### config.mk
export PLATFORM = sky130hd
export DESIGN_NAME = mem_access_unit
export DESIGN_NICKNAME = d
export VERILOG_FILES = /design/src/rtl/mem_access_unit_pkg.sv /design/src/rtl/mem_access_unit_load_align.sv /design/src/rtl/mem_access_unit.sv
export SDC_FILE = /design/constraint.sdc
export NUM_CORES = 1
export LEC_CHECK = 0
export BUFFER_PORTS_ARGS = -buffer_cell sky130_fd_sc_hd__buf_2
export CAP_MARGIN = 10
export CORE_UTILIZATION = 39
export CTS_BUF_LIST = sky130_fd_sc_hd__clkbuf_8
export CTS_CLUSTER_SIZE = 12
export DETAILED_ROUTE_END_ITERATION = 8
export GPL_TIMING_DRIVEN = 0
export HOLD_SLACK_MARGIN = 0.08
export PLACE_DENSITY = 0.71
export SLEW_MARGIN = 10
export SYNTH_ARGS = -nofsm -noshare
export SYNTH_HDL_FRONTEND = slang
export SYNTH_SLANG_ARGS = --single-unit
### constraint.sdc
create_clock -name clk -period 2.1 [get_ports clk]
set_input_delay 0.105 -clock clk [delete_from_list [all_inputs] [get_ports clk]]
set_output_delay 0.105 -clock clk [all_outputs]
set_load 0.1 [all_outputs]
### src/rtl/mem_access_unit_pkg.sv
// Shared encodings for the RV32I memory stage: funct3 size codes, FSM states
// and byte-enable base patterns.
package mem_pkg;

  localparam logic [2:0] F3_B  = 3'b000;
  localparam logic [2:0] F3_H  = 3'b001;
  localparam logic [2:0] F3_W  = 3'b010;
  localparam logic [2:0] F3_BU = 3'b100;
  localparam logic [2:0] F3_HU = 3'b101;

  typedef enum logic [1:0] {
    IDLE = 2'd0,
    BUS  = 2'd1,
    DONE = 2'd2
  } state_e;

  localparam logic [3:0] BE_BYTE = 4'b0001;
  localparam logic [3:0] BE_HALF = 4'b0011;
  localparam logic [3:0] BE_WORD = 4'b1111;

endpackage

### src/rtl/mem_access_unit_load_align.sv
// Load formatter: selects the addressed byte/half of a bus word and sign- or
// zero-extends it according to the load's funct3.
module load_align
  import mem_pkg::*;
#(
  parameter int unsigned XLEN = 32
) (
  input  logic [XLEN-1:0] rdata,
  input  logic [1:0]      off,
  input  logic [2:0]      funct3,
  output logic [XLEN-1:0] result
);

  logic [7:0]  byte_v;
  logic [15:0] half_v;

  always_comb begin
    byte_v = rdata[{off, 3'b000} +: 8];
    half_v = rdata[{off[1], 4'b0000} +: 16];
    result = rdata;
    case (funct3)
      F3_B:    result = {{(XLEN-8){byte_v[7]}}, byte_v};
      F3_BU:   result = {{(XLEN-8){1'b0}}, byte_v};
      F3_H:    result = {{(XLEN-16){half_v[15]}}, half_v};
      F3_HU:   result = {{(XLEN-16){1'b0}}, half_v};
      default: result = rdata;
    endcase
  end

endmodule

### src/rtl/mem_access_unit.sv
// MEM stage of the RV32I pipeline: turns EX_MEM loads/stores into a registered
// req/ack bus transaction, stalls until completion and formats load data.
module mem_access_unit
  import mem_pkg::*;
#(
  parameter int unsigned XLEN    = 32,
  parameter int unsigned TIMEOUT = 16
) (
  input  logic            clk,
  input  logic            reset,
  input  logic            mem_read,
  input  logic            mem_write,
  input  logic [2:0]      funct3,
  input  logic [XLEN-1:0] alu_out,
  input  logic [XLEN-1:0] store_data,
  output logic            dmem_req,
  output logic            dmem_we,
  output logic [XLEN-1:0] dmem_addr,
  output logic [3:0]      dmem_be,
  output logic [XLEN-1:0] dmem_wdata,
  input  logic            dmem_ack,
  input  logic [XLEN-1:0] dmem_rdata,
  output logic [XLEN-1:0] mem_data,
  output logic            stall,
  output logic            access_fault
);

  localparam int unsigned   CW       = (TIMEOUT > 1) ? $clog2(TIMEOUT) : 1;
  localparam logic [CW-1:0] CNT_LAST = CW'((TIMEOUT == 0) ? 0 : TIMEOUT - 1);

  state_e          state_q, state_d;
  logic            req_q, req_d;
  logic            we_q, we_d;
  logic [XLEN-1:0] addr_q, addr_d;
  logic [3:0]      be_q, be_d;
  logic [XLEN-1:0] wdata_q, wdata_d;
  logic [XLEN-1:0] mem_data_q, mem_data_d;
  logic [CW-1:0]   cnt_q, cnt_d;
  logic [2:0]      f3_q, f3_d;
  logic [1:0]      off_q, off_d;
  logic            tmo_q, tmo_d;

  logic            access, legal, aligned, issue;
  logic [3:0]      be_n;
  logic [XLEN-1:0] wdata_n;
  logic [XLEN-1:0] load_res;

  load_align #(.XLEN(XLEN)) u_load_align (
    .rdata  (dmem_rdata),
    .off    (off_q),
    .funct3 (f3_q),
    .result (load_res)
  );

  // Request decode: a store wins when both read and write are asserted.
  always_comb begin
    access = mem_read | mem_write;
    case (funct3)
      F3_B, F3_H, F3_W: legal = 1'b1;
      F3_BU, F3_HU:     legal = ~mem_write;
      default:          legal = 1'b0;
    endcase
    case (funct3[1:0])
      2'b00:   aligned = 1'b1;
      2'b01:   aligned = ~alu_out[0];
      2'b10:   aligned = (alu_out[1:0] == 2'b00);
      default: aligned = 1'b0;
    endcase
    issue = access & legal & aligned;
    case (funct3[1:0])
      2'b00: begin
        be_n    = BE_BYTE << alu_out[1:0];
        wdata_n = {(XLEN/8){store_data[7:0]}};
      end
      2'b01: begin
        be_n    = BE_HALF << {alu_out[1], 1'b0};
        wdata_n = {(XLEN/16){store_data[15:0]}};
      end
      default: begin
        be_n    = BE_WORD;
        wdata_n = store_data;
      end
    endcase
  end

  always_comb begin
    state_d      = state_q;
    req_d        = req_q;
    we_d         = we_q;
    addr_d       = addr_q;
    be_d         = be_q;
    wdata_d      = wdata_q;
    mem_data_d   = mem_data_q;
    cnt_d        = cnt_q;
    f3_d         = f3_q;
    off_d        = off_q;
    tmo_d        = tmo_q;
    stall        = 1'b0;
    access_fault = 1'b0;
    case (state_q)
      IDLE: begin
        if (issue) begin
          stall   = 1'b1;
          req_d   = 1'b1;
          we_d    = mem_write;
          addr_d  = {alu_out[XLEN-1:2], 2'b00};
          be_d    = be_n;
          wdata_d = wdata_n;
          f3_d    = funct3;
          off_d   = alu_out[1:0];
          cnt_d   = '0;
          state_d = BUS;
        end else if (access) begin
          access_fault = 1'b1;
          mem_data_d   = '0;
        end
      end
      BUS: begin
        stall = 1'b1;
        if (dmem_ack) begin
          req_d = 1'b0;
          if (!we_q) mem_data_d = load_res;
          state_d = DONE;
        end else if (TIMEOUT != 0 && cnt_q == CNT_LAST) begin
          req_d      = 1'b0;
          mem_data_d = '0;
          tmo_d      = 1'b1;
          state_d    = DONE;
        end else begin
          cnt_d = cnt_q + CW'(1);
        end
      end
      DONE: begin
        // Single non-stalled cycle lets MEM_WB capture; next instruction waits for IDLE.
        access_fault = tmo_q;
        tmo_d        = 1'b0;
        state_d      = IDLE;
      end
      default: state_d = IDLE;
    endcase
  end

  always_ff @(posedge clk or negedge reset) begin
    if (!reset) begin
      state_q    <= IDLE;
      req_q      <= 1'b0;
      we_q       <= 1'b0;
      addr_q     <= '0;
      be_q       <= '0;
      wdata_q    <= '0;
      mem_data_q <= '0;
      cnt_q      <= '0;
      f3_q       <= '0;
      off_q      <= '0;
      tmo_q      <= 1'b0;
    end else begin
      state_q    <= state_d;
      req_q      <= req_d;
      we_q       <= we_d;
      addr_q     <= addr_d;
      be_q       <= be_d;
      wdata_q    <= wdata_d;
      mem_data_q <= mem_data_d;
      cnt_q      <= cnt_d;
      f3_q       <= f3_d;
      off_q      <= off_d;
      tmo_q      <= tmo_d;
    end
  end

  assign dmem_req   = req_q;
  assign dmem_we    = we_q;
  assign dmem_addr  = addr_q;
  assign dmem_be    = be_q;
  assign dmem_wdata = wdata_q;
  assign mem_data   = mem_data_q;

endmodule

==> run_results.csv <==
group,metric,value,unit
yosys,ys_seq_area_frac,0.536,
timing,slew_viol_final,0,
setup_path,crit_type,"register to register",
worst_hold_path,hold_path_class,"primary input to register",
power,p_switching,0.00645,W
timing,fmax,0.507,GHz
global_routing,first_global_vias,4863,
global_routing,grt-ovfl-total,0,
place,dp_hpwl,10.6,mm
yosys,muxShareOfSynthArea,0.245,
finish,stdcell_count,884,
finish,final_cell_mix,"buf_2 (214), dfrtp_1 (112), dlygate4sd3_1 (84)",
floorplan,die_h,118,um
timing,skew,0.0137,ns
yosys,synth_seq_cells,112,
cts,clockBufferDepth,2,
yosys,synth_cell_types,43,
drt,vias_per_cell,5.08,
place,dp.cells,784,
yosys,synth_xor_area_frac,0.00335,
timing,rsz0062_at_grt,"false",
floorplan,row_count,41,
drt,drtIter0Drc,188,
timing,final-hold-violation-count,0,
cts,h-tree-depth,3,
power,p_leak,3.68,nW
drt,avgRoutedWirePerCell,17.8,um
timing,slew-limit-headroom,0.457,
cts,root_buffer,"clkbuf_8",
setup_path,worstPathRequired,2.38,ns
global_routing,grt_pass1_wl,25.3,mm
yosys,postSynth.asyncResetShare,1.00,
cts,clk_latency,0.39,ns
finish,diodes,0,
floorplan,ios,208,
drt,route.detailed.drc,0,
yosys,synthAdderAreaFrac,0.00239,
yosys,syn_area_per_cell,12.9,sq um
timing,timing.setup.tns,0,ns
cts,cts_sinks,112,
yosys,synth_edf_count,0,
floorplan,initial_core_util,0.406,
yosys,yosys.area_share.simple,0.0619,
cts,numCtsBuffers,9,
drt,postRouteAntennaNets,0,
finish,finish.utilization,0.589,
timing,setup_violations,0,
finish,register_area,2800,sq um
finish,nets,812,
global_routing,grt_antenna_before_repair,0,
setup_path,critPathLaunchType,"register",
power,power.density,1460,nW/um^2
power,switching_share,0.583,
finish,area_growth,44.8,%
yosys,syn_area,5230,sq um
setup_path,endpoint_kind,"register",
setup_path,crit_fanout,10,
global_routing,grt_max_degree,76,
yosys,yosys_most_used_dff,"dfrtp_1",
drt,drt_pass1_iterations,4,
floorplan,core-area,12900,sq um
global_routing,gr-usage-all-layers,0.234,
status,status,"finished, final reports clean",
yosys,synth_top_family_by_area,"multiplexers",
power,cellInternalPower,0.00462,W
finish,multiInputGateArea,2240,sq um
timing,post-route-period-util,0.940,
power,p_clk_frac,0.120,
floorplan,dieWidth,118,um
setup_path,arrival,2.25,ns
drt,via_count,4487,
place,io_buffers,204,
timing,tightest_slew,0.811,ns
finish,final_common_cell,"buf_2",
power,power_frac_comb,0.597,
floorplan,dieArea,13900,sq um
cts,clkSlewWorstSetupHoldPaths,0.10,ns
finish,fill_cells,1053,
yosys,synth_compound_area_frac,0.110,
yosys,syn_inst,406,
drt,wl,15.7,mm
power,vdd_ir_drop_max,0.00131,V
yosys,yosysWarnings,0,
power,p_seq_frac,0.284,
timing,final.min_clock_period,1.97,ns
finish,drive_above_1_share,0.452,
place,gp_congestion,0.871,
run,maxCapViolCount,0,
cts,cts_tree,"yes",
-- synthesized netlist by cell type, drive strengths merged, types with 2 or more instances --
library cell,instances,area [sq um]
mux2i,20,200
nand2,29,109
o21bai,2,15.0
nor3,2,15.0
o311a,7,70.1
o21ai,14,70.1
nand3,3,15.0
clkbuf,11,41.3
nand2b,13,81.3
nor2,11,41.3
a221o,16,160
dfrtp,112,2800
o221ai,7,61.3
xor2,2,17.5
buf,20,131
mux2,94,1060
a21oi,5,28.8
inv,12,45.0
a32o,8,80.1
-- power by group through the flow --
| stage | logic, W | clock network, W | registers, W |
|---|---|---|---|
| final | 0.00661 | 0.00132 | 0.00314 |
| after floorplan | 0.00122 | 0 | 0.00724 |
| after detailed placement | 0.00646 | 0 | 0.00317 |
| after global placement | 0.00639 | 0 | 0.00313 |
| after global routing | 0.00683 | 0.00143 | 0.00323 |
| after CTS | 0.00659 | 0.00136 | 0.00313 |
-- path summary, 6_finish.rpt --
path	start	to	slack (ns)	cells after the start
worst max-delay path	off_q[1]	mem_data[14]	0.13	5
worst min-delay path	store_data[8]	dmem_wdata[8]	0.10	3
worst max register to register	off_q[1]	mem_data[14]	0.13	5
worst min register to register	dmem_addr[18]	dmem_addr[18]	0.49	1
max in group asynchronous	reset	dmem_addr[14]	1.24	3
min in group asynchronous	reset	mem_data[11]	0.18	2
-- metal layers --
layer | share of wire | vias to the layer above | wire length, um | track usage
met5 | 0 | - | 0 | 0
li1 | - | 2083 | - | -
met3 | 0.064 | 29 | 1000 | 0.0567
met1 | 0.40 | 2197 | 6360 | 0.271
met4 | 0.024 | 0 | 373 | 0.0921
met2 | 0.51 | 178 | 8000 | 0.412
-- flip-flops by register name, summed over array words and instances, names as in the netlist --
name	cells
cnt_q	4
dmem_addr	30
dmem_be	4
dmem_req	1
dmem_wdata	32
dmem_we	1
f3_q	3
mem_data	32
off_q	2
state_q	2
tmo_q	1
-- final cells by class --
| type | instances | share of cell area |
|---|---|---|
| clock buffer | 10 | 0.0182 |
| timing repair buffer | 290 | 0.251 |
| inverter | 12 | 0.00594 |
| tap | 172 | 0.0284 |
| multi-input combinational | 252 | 0.296 |
| buffer | 30 | 0.0233 |
| sequential | 112 | 0.370 |
| clock inverter | 6 | 0.00792 |
-- cell families (layout without fill, tap and decap cells) --
| family | Yosys count | count (layout) |
|---|---|---|
| AO/OA/AOI/OAI | 68 | 68 |
| flip-flops | 112 | 112 |
| buffers and inverters | 43 | 348 |
| AND/OR/NAND/NOR | 64 | 64 |
| other | 1 | 2 |
| XOR/XNOR | 2 | 2 |
| multiplexers | 115 | 115 |
| adder cells (fa/ha/maj) | 1 | 1 |
-- through the flow --
| step | setup WS, ns | cell area [sq um] | power, W | hold WS [ns] |
|---|---|---|---|---|
| 6_report | 0.126 | 7580 | 0.0111 | 0.103 |
| 5_1_grt | 0.00371 | 7580 | 0.0115 | 0.0915 |
| 4_1_cts | 0.0171 | 7560 | 0.0111 | 0.0817 |
| 3_5_place_dp | -0.114 | 6510 | 0.00963 | 0.0283 |
| 3_3_place_gp | -0.360 | 6480 | 0.00952 | 0.322 |
| 2_1_floorplan | 0.0662 | 5240 | 0.00845 | -0.191 |
-- critical path: stages (launching register included) --
cell and delay, ns:
dfrtp_1 0.41, buf_2 0.27, mux4_2 0.58, a21oi_4 0.25, nand2_1 0.11, a32o_1 0.26
-- timing repair --
item,in CTS,in global routing
setup endpoints to repair,20,69
pin swaps,0,0
hold endpoints to repair,196,0
resized for setup,2,5
hold buffers,84,0
cloned,0,0
buffers inserted,1,0
Note: power is estimated with default switching activity, not from simulation.
